--- config.mk ---
export PLATFORM = sky130hd
export DESIGN_NAME = mag_comp_arbiter_flat
export DESIGN_NICKNAME = d
export VERILOG_FILES = /design/src/rtl/mag_comp_arbiter_if.sv /design/src/rtl/mag_comp_arbiter.sv /design/src/flat_wrapper.sv
export SDC_FILE = /design/constraint.sdc
export NUM_CORES = 1
export LEC_CHECK = 0
export BUFFER_PORTS_ARGS = -buffer_cell sky130_fd_sc_hd__buf_2
export CELL_PAD_IN_SITES_DETAIL_PLACEMENT = 1
export CELL_PAD_IN_SITES_GLOBAL_PLACEMENT = 1
export CORE_ASPECT_RATIO = 2
export CORE_MARGIN = 2
export CORE_UTILIZATION = 30
export CTS_CLUSTER_DIAMETER = 200
export CTS_CLUSTER_SIZE = 12
export DETAILED_ROUTE_END_ITERATION = 10
export GPL_ROUTABILITY_DRIVEN = 0
export HOLD_SLACK_MARGIN = 0.03
export MAX_ROUTING_LAYER = met4
export PLACE_DENSITY = 0.67
export SLEW_MARGIN = 40
export SYNTH_ARGS = -nofsm -noshare
export SYNTH_HDL_FRONTEND = slang
export SYNTH_SLANG_ARGS = --single-unit
--- constraint.sdc ---
create_clock -name clock -period 2.25 [get_ports clock]
set_clock_uncertainty 0.15 [all_clocks]
set_input_delay 0.1125 -clock clock [delete_from_list [all_inputs] [get_ports clock]]
set_output_delay 0.1125 -clock clock [all_outputs]
set_load 0.1 [all_outputs]
--- src/rtl/mag_comp_arbiter_if.sv ---
// Requester-side bundle for mag_comp_arbiter. Clients drive req and the
// operand buses; the arbiter answers with grant, busy and the tagged result.
interface mag_comp_arbiter_if #(
  parameter int WIDTH = 4,
  parameter int NREQ  = 4
);
  localparam int IDW = (NREQ > 1) ? $clog2(NREQ) : 1;

  logic [NREQ-1:0]       req;
  logic [NREQ*WIDTH-1:0] a_in;
  logic [NREQ*WIDTH-1:0] b_in;
  logic [NREQ-1:0]       grant;
  logic                  busy;
  logic                  res_valid;
  logic [IDW-1:0]        res_id;
  logic                  a_gt_b;
  logic                  a_lt_b;
  logic                  a_eq_b;

  // Client side: raises requests and presents operands.
  modport master (
    output req, a_in, b_in,
    input  grant, busy, res_valid, res_id, a_gt_b, a_lt_b, a_eq_b
  );

  // Arbiter side: owns grant and the result signals.
  modport slave (
    input  req, a_in, b_in,
    output grant, busy, res_valid, res_id, a_gt_b, a_lt_b, a_eq_b
  );
endinterface

--- src/rtl/mag_comp_arbiter.sv ---
// Round-robin arbiter in front of a single registered unsigned magnitude
// comparator. One transaction takes three cycles: IDLE picks a winner and
// captures its operands, GNT pulses grant, RES pulses res_valid with flags.
module mag_comp_arbiter #(
  parameter int WIDTH = 4,
  parameter int NREQ  = 4
) (
  input  logic               clock,
  input  logic               reset,
  mag_comp_arbiter_if.slave  bus
);
  localparam int IDW = (NREQ > 1) ? $clog2(NREQ) : 1;

  localparam logic [1:0] S_IDLE = 2'd0;
  localparam logic [1:0] S_GNT  = 2'd1;
  localparam logic [1:0] S_RES  = 2'd2;

  logic [1:0]       state_q,     state_d;
  logic [IDW-1:0]   rr_ptr_q,    rr_ptr_d;
  logic [WIDTH-1:0] a_q,         a_d;
  logic [WIDTH-1:0] b_q,         b_d;
  logic [NREQ-1:0]  grant_q,     grant_d;
  logic             busy_q,      busy_d;
  logic             res_valid_q, res_valid_d;
  logic [IDW-1:0]   res_id_q,    res_id_d;
  logic             gt_q,        gt_d;
  logic             lt_q,        lt_d;
  logic             eq_q,        eq_d;

  logic             win_found;
  logic [IDW-1:0]   win_idx;
  logic [IDW-1:0]   cand_idx;
  logic [IDW-1:0]   win_next;

  // Round-robin search: first asserted req starting at rr_ptr, wrapping.
  always_comb begin
    win_found = 1'b0;
    win_idx   = '0;
    cand_idx  = '0;
    for (int unsigned i = 0; i < NREQ; i++) begin
      cand_idx = IDW'((32'(rr_ptr_q) + i) % NREQ);
      if (!win_found && bus.req[cand_idx]) begin
        win_found = 1'b1;
        win_idx   = cand_idx;
      end
    end
    win_next = (win_idx == IDW'(NREQ - 1)) ? '0 : win_idx + 1'b1;
  end

  // Next-state logic for the transaction FSM and all registered outputs.
  always_comb begin
    state_d     = state_q;
    rr_ptr_d    = rr_ptr_q;
    a_d         = a_q;
    b_d         = b_q;
    grant_d     = '0;
    res_valid_d = 1'b0;
    res_id_d    = res_id_q;
    gt_d        = gt_q;
    lt_d        = lt_q;
    eq_d        = eq_q;

    case (state_q)
      S_IDLE: begin
        if (win_found) begin
          state_d  = S_GNT;
          grant_d  = NREQ'(1) << win_idx;
          a_d      = bus.a_in[win_idx*WIDTH +: WIDTH];
          b_d      = bus.b_in[win_idx*WIDTH +: WIDTH];
          res_id_d = win_idx;
          rr_ptr_d = win_next;
        end
      end
      S_GNT: begin
        state_d     = S_RES;
        res_valid_d = 1'b1;
        gt_d        = (a_q > b_q);
        lt_d        = (a_q < b_q);
        eq_d        = (a_q == b_q);
      end
      S_RES: begin
        state_d = S_IDLE;
      end
      default: begin
        state_d = S_IDLE;
      end
    endcase

    // busy is registered, so it follows the state being entered.
    busy_d = (state_d == S_GNT) || (state_d == S_RES);
  end

  // State and output registers; reset drops any in-flight transaction.
  always_ff @(posedge clock) begin
    if (reset) begin
      state_q     <= S_IDLE;
      rr_ptr_q    <= '0;
      a_q         <= '0;
      b_q         <= '0;
      grant_q     <= '0;
      busy_q      <= 1'b0;
      res_valid_q <= 1'b0;
      res_id_q    <= '0;
      gt_q        <= 1'b0;
      lt_q        <= 1'b0;
      eq_q        <= 1'b0;
    end else begin
      state_q     <= state_d;
      rr_ptr_q    <= rr_ptr_d;
      a_q         <= a_d;
      b_q         <= b_d;
      grant_q     <= grant_d;
      busy_q      <= busy_d;
      res_valid_q <= res_valid_d;
      res_id_q    <= res_id_d;
      gt_q        <= gt_d;
      lt_q        <= lt_d;
      eq_q        <= eq_d;
    end
  end

  assign bus.grant     = grant_q;
  assign bus.busy      = busy_q;
  assign bus.res_valid = res_valid_q;
  assign bus.res_id    = res_id_q;
  assign bus.a_gt_b    = gt_q;
  assign bus.a_lt_b    = lt_q;
  assign bus.a_eq_b    = eq_q;
endmodule

--- src/flat_wrapper.sv ---
// flat-port wrapper written by rule: the top's interface ports become plain ports
module mag_comp_arbiter_flat 
#(
  parameter int WIDTH = 4,
  parameter int NREQ  = 4
)
  (clock, reset, bus_req, bus_a_in, bus_b_in, bus_grant, bus_busy, bus_res_valid, bus_res_id, bus_a_gt_b, bus_a_lt_b, bus_a_eq_b);
  mag_comp_arbiter_if #(.WIDTH(WIDTH), .NREQ(NREQ)) bus_i ();
  input  logic clock;
  input  logic reset;
  input wire logic [$bits(bus_i.req)-1:0] bus_req;
  input wire logic [$bits(bus_i.a_in)-1:0] bus_a_in;
  input wire logic [$bits(bus_i.b_in)-1:0] bus_b_in;
  output wire logic [$bits(bus_i.grant)-1:0] bus_grant;
  output wire logic [$bits(bus_i.busy)-1:0] bus_busy;
  output wire logic [$bits(bus_i.res_valid)-1:0] bus_res_valid;
  output wire logic [$bits(bus_i.res_id)-1:0] bus_res_id;
  output wire logic [$bits(bus_i.a_gt_b)-1:0] bus_a_gt_b;
  output wire logic [$bits(bus_i.a_lt_b)-1:0] bus_a_lt_b;
  output wire logic [$bits(bus_i.a_eq_b)-1:0] bus_a_eq_b;
  assign bus_i.req = bus_req;
  assign bus_i.a_in = bus_a_in;
  assign bus_i.b_in = bus_b_in;
  assign bus_grant = bus_i.grant;
  assign bus_busy = bus_i.busy;
  assign bus_res_valid = bus_i.res_valid;
  assign bus_res_id = bus_i.res_id;
  assign bus_a_gt_b = bus_i.a_gt_b;
  assign bus_a_lt_b = bus_i.a_lt_b;
  assign bus_a_eq_b = bus_i.a_eq_b;
  mag_comp_arbiter #(.WIDTH(WIDTH), .NREQ(NREQ)) u_core (.clock(clock), .reset(reset), .bus(bus_i));
endmodule
[Word-level counts from Yosys, hierarchy flattened]
Cells that the tools add are included.
Operators by class
  reductions and logical operators: 10
  shift-type cells: 3
  add/subtract/negate cells: 4
  magnitude comparators: 6
  equal/unequal tests: 5
  bitwise logic cells: 2
  mux-type cells: 20
Operator list (count)
  variable part select 16 x 5 -> 4 bit: 2
  < comparator 2 x 3 -> 1 bit, second input constant: 4
  two-way mux 2 bit: 6
  two-way mux 1 bit: 9
  binary-select mux 1 bit (select 2 bit): 4
  adder 2 x 1 -> 2 bit, second input constant: 2
  adder 2 bit, second input constant: 2
  == test 2 x 1 -> 1 bit, second input constant: 2
  == test 2 bit, second input constant: 2
  == test 4 bit: 1
  > comparator 4 bit: 1
  < comparator 4 bit: 1
  one-hot mux 2 bit (2 select lines): 1
  << shifter 1 x 2 -> 4 bit, first input constant: 1
  logical AND 1 bit: 3
  logical NOT 1 bit: 3
  OR reduction 3 bit: 1
  logical NOT 2 bit: 1
  inverter 1 bit: 2
  AND reduction 2 bit: 1
  logical OR 1 bit: 1
Word-level totals
  bits of input ports: 38
  register bits: 23

[Logic depth before layout (Yosys ltp)]
  depth in word-level cells: 16
  depth in mapped cells: 7
  depth with buffers taken out: 7

[Worst setup path before layout]
No wires, ideal clock.
  path type: reg2reg
  start: register u_core.bus.res_valid (netlist name)
  end: register u_core.a_q[0]
  arrival: 1835 ps
  stages on the path, launching flop included: 6
  library setup time: 86 ps
  data required time: 2014 ps
  setup slack: 180 ps
  cell sequence: dfxtp_1 nor2_1 nand2b_1 buf_2 nor2_1 a211oi_1
RTL lines
  end signal: assignment: line mag_comp_arbiter.sv:98  | a_q <= '0;
  end signal: assignment: line mag_comp_arbiter.sv:110  | a_q <= a_d;
  end: declaration: line mag_comp_arbiter.sv:20  | logic [WIDTH-1:0] a_q, a_d;

[Worst setup path after layout]
  start: register u_core.rr_ptr_q[1]
  end: register u_core.b_q[0]
On the way
  cells in the longest elaborated chain, start to end: 13
  elaborated cells between the ends (all ways): 27
  those cells by class: add/sub (3); shift (1); mux (16); reduce/logical (7)
Ends and longest elaborated chain
  start: declaration: line mag_comp_arbiter.sv:19  | logic [IDW-1:0] rr_ptr_q, rr_ptr_d;
  start signal: assignment: line mag_comp_arbiter.sv:109  | rr_ptr_q <= rr_ptr_d;
  parallel branches: the longest is 13 deep, another holds adder 2 x 1 -> 2 bit
  end signal: assignment: line mag_comp_arbiter.sv:99  | b_q <= '0;
  end signal: assignment: line mag_comp_arbiter.sv:111  | b_q <= b_d;
  end: declaration: line mag_comp_arbiter.sv:21  | logic [WIDTH-1:0] b_q, b_d;
Several ways; the timed one is not identified. The select of a mux whose other input is x is not followed.
A chain may end at the register's enable or synchronous reset.

==> metrics.txt <==
I/O Pins=49; first-pass GRT wire length=5457 µm; wire per inst=14.21 µm; Post-Synthesis Cells=129; die area=4726 µm²; Clock transition at path regs=0.08 ns; Final period util=88.41%; H-tree depth=1; vias in the first global route=1,175; final design utilization=39.21%; final setup fails=0; hold path startpoint=bus_b_in[13]; CTS root buf=clkbuf_8; reg2reg start=u_core.rr_ptr_q[1]$_SDFFE_PP0P_; # clock sinks=22; CP Launch Type=register; Required @ worst endpoint=2.22 ns; post-CTS sizing=0; Yosys top cell area share=35.27%; top-count cell post-synth=dfxtp_1; Post-DP HPWL=2756 µm; vias=1,165; Post-Place Cells=224; Synth Flop Type=dfxtp_1; CTS max path bufs=2; Final Non-Filler Cells=229; Post-Syn Area=1249 µm²; multi-input logic area=730.7 µm²; drt initial violations=16; PD cells=825.6 nW/µm²; register area=440.4 µm²; Post-route DRC=0; Routed WL=3254 µm; most frequent cells after synthesis=dfxtp_1 (22), nor2_1 (10), a211oi_1 (9), mux2i_1 (9), a21boi_0 (8); setup TNS=0 ns; setup repair after global routing missed its margin=false; MaxCap Viol Count=0; Hold Fails Final Rpt=0; final count of pins violating max slew=0; CTS tree=built; DRT antenna net count=0; HP Class=in -> reg; crit-path max FO=21; largest net degree at the start of global routing=22; final net count=220; worst relative slew slack=63.97%; register area share after synthesis=35.27%; starting density of the core=30.86%; Post-synth EDFFs=0; yosys warns=0; Die H=95.24 µm; First-pass DRT Iterations=4; Arrival @ worst endpoint=1.96 ns; fmax=0.5027 GHz; CP Class=reg -> reg; R2R Setup Slk=0.26 ns; synth top area cells=dfxtp_1 (35%), mux2i_1 (7.2%), a2111oi_2 (7.2%), a211oi_1 (5.4%), a21boi_0 (4.8%); Area growth, synth to finish=27.05%; Leak=0.6867 nW; reg-to-reg endpoint=u_core.b_q[0]$_SDFFE_PP0P_; ant diodes=0; Remaining Overflow, GRT=0; row cnt=33; asr flop ratio synth=0%; number of buffers created by CTS=3; Worst-Margin Slew=0.5384 ns; latest clock arrival within the worst-skew pair=0.26 ns; Yosys top cell by area=dfxtp_1; status=completed; hold endpoint=u_core.b_q[1]$_SDFFE_PP0P_; Synth Area per Inst=9.680 µm²; number of synthesized register bits=22; FILL cells=525; Post-Syn Nets=171; GRT Resource Usage Total=15.13%; Die Wd=49.62 µm; Via-to-Cell Ratio=5.087; Final min period=1.989 ns; Hold Path Depth=3; Yosys cell types=35; fraction of layout cells with a size suffix above 1=37.85%; IO Port Bufs=48; critical path capture point type=register; Worst IR Drop VDD=383.6 µV; total setup buffers inserted after CTS=0; R2R depth=5; initial antenna violation count=0; core area=4046 µm²
[state kept, by name, indices dropped and copies added, names as in the netlist]
signal / count
u_core.a_q: 4
u_core.b_q: 4
u_core.bus.a_eq_b: 1
u_core.bus.a_gt_b: 1
u_core.bus.a_lt_b: 1
u_core.bus.busy: 1
u_core.bus.grant: 4
u_core.bus.res_id: 2
u_core.bus.res_valid: 1
u_core.rr_ptr_q: 2
u_core.state_q: 1
[metrics by stage]
stage	total power [mW]	hold slack (ns)	cell area [µm²]	worst slack, ns
2_1_floorplan	0.9296	0.1781	1249	0.1795
3_3_place_gp	1.027	0.2932	1521	0.3785
3_5_place_dp	1.043	0.2998	1521	0.2589
4_1_cts	1.331	0.03673	1587	0.2431
5_1_grt	1.400	0.05099	1587	0.1011
6_report	1.310	0.04184	1587	0.2608
[cell usage in the layout (no fill, tap or decap), types with 4 or more instances in the layout]
| master | count |
|---|---|
| a2111oi_2 | 6 |
| a211oi_1 | 9 |
| a21boi_0 | 8 |
| a21o_1 | 4 |
| a21oi_1 | 6 |
| buf_2 | 48 |
| clkbuf_8 | 4 |
| dfxtp_1 | 22 |
| ha_1 | 4 |
| inv_1 | 6 |
| mux2i_1 | 9 |
| nand2_1 | 6 |
| nor2_1 | 10 |
| o21bai_1 | 4 |
[per-layer routing]
layer | track usage (%) | vias up | part of all wire, %
li1 | - | 579 | -
met5 | - | - | 0
met2 | 28.22 | 28 | 59
met1 | 15.62 | 556 | 37
met3 | 2.351 | 2 | 3.4
met4 | 5.556 | 0 | 0.95
[worst max-delay path: stages, from the launching register on]
cell,delay [ns]
dfxtp_1,0.47
mux2i_1,0.24
o22a_2,0.28
and2_4,0.38
mux2i_1,0.24
a211oi_1,0.09
[layout make-up]
class	instances	area share, %
clock buffers	4	3.470
inverters	6	1.420
multi-input cells	93	46.06
flip-flops and latches	22	27.76
well taps	52	4.101
repair buffers	52	17.19
[cells by family after synthesis]
| logic type | after synthesis | share of synthesized area [%] |
|---|---|---|
| XOR/XNOR | 1 | 0.7015 |
| flip-flops | 22 | 35.27 |
| multiplexers | 9 | 7.215 |
| buffers and inverters | 14 | 6.212 |
| AND/OR/NAND/NOR | 28 | 11.42 |
| AO/OA/AOI/OAI | 51 | 35.17 |
| adder cells (fa/ha/maj) | 4 | 4.008 |
[worst max-delay path by stage]
stage,startpoint,to,cells after the start
finish,u_core.rr_ptr_q[1]$_SDFFE_PP0P_,u_core.b_q[0]$_SDFFE_PP0P_,5
global route,u_core.rr_ptr_q[1]$_SDFFE_PP0P_,u_core.a_q[3]$_SDFFE_PP0P_,5
CTS,u_core.rr_ptr_q[1]$_SDFFE_PP0P_,u_core.rr_ptr_q[1]$_SDFFE_PP0P_,5
detailed placement,u_core.rr_ptr_q[1]$_SDFFE_PP0P_,u_core.a_q[1]$_SDFFE_PP0P_,5
global placement,u_core.rr_ptr_q[1]$_SDFFE_PP0P_,u_core.a_q[1]$_SDFFE_PP0P_,5
floorplan,u_core.bus.res_valid$_SDFF_PP0_,u_core.a_q[0]$_SDFFE_PP0P_,5
[where the power goes]
group,internal [mW],leakage (nW),switching (mW)
sequential,0.443,0.182,0.0274
combinational,0.189,0.476,0.368
clock,0.156,0.0288,0.127
[timing repair]
| item | in CTS | in global routing |
|---|---|---|
| hold buffers | 1 | 0 |
| setup endpoints to repair | 0 | 0 |
| endpoints found under the hold margin | 1 | 0 |
Note: power is estimated with default switching activity, not from simulation.
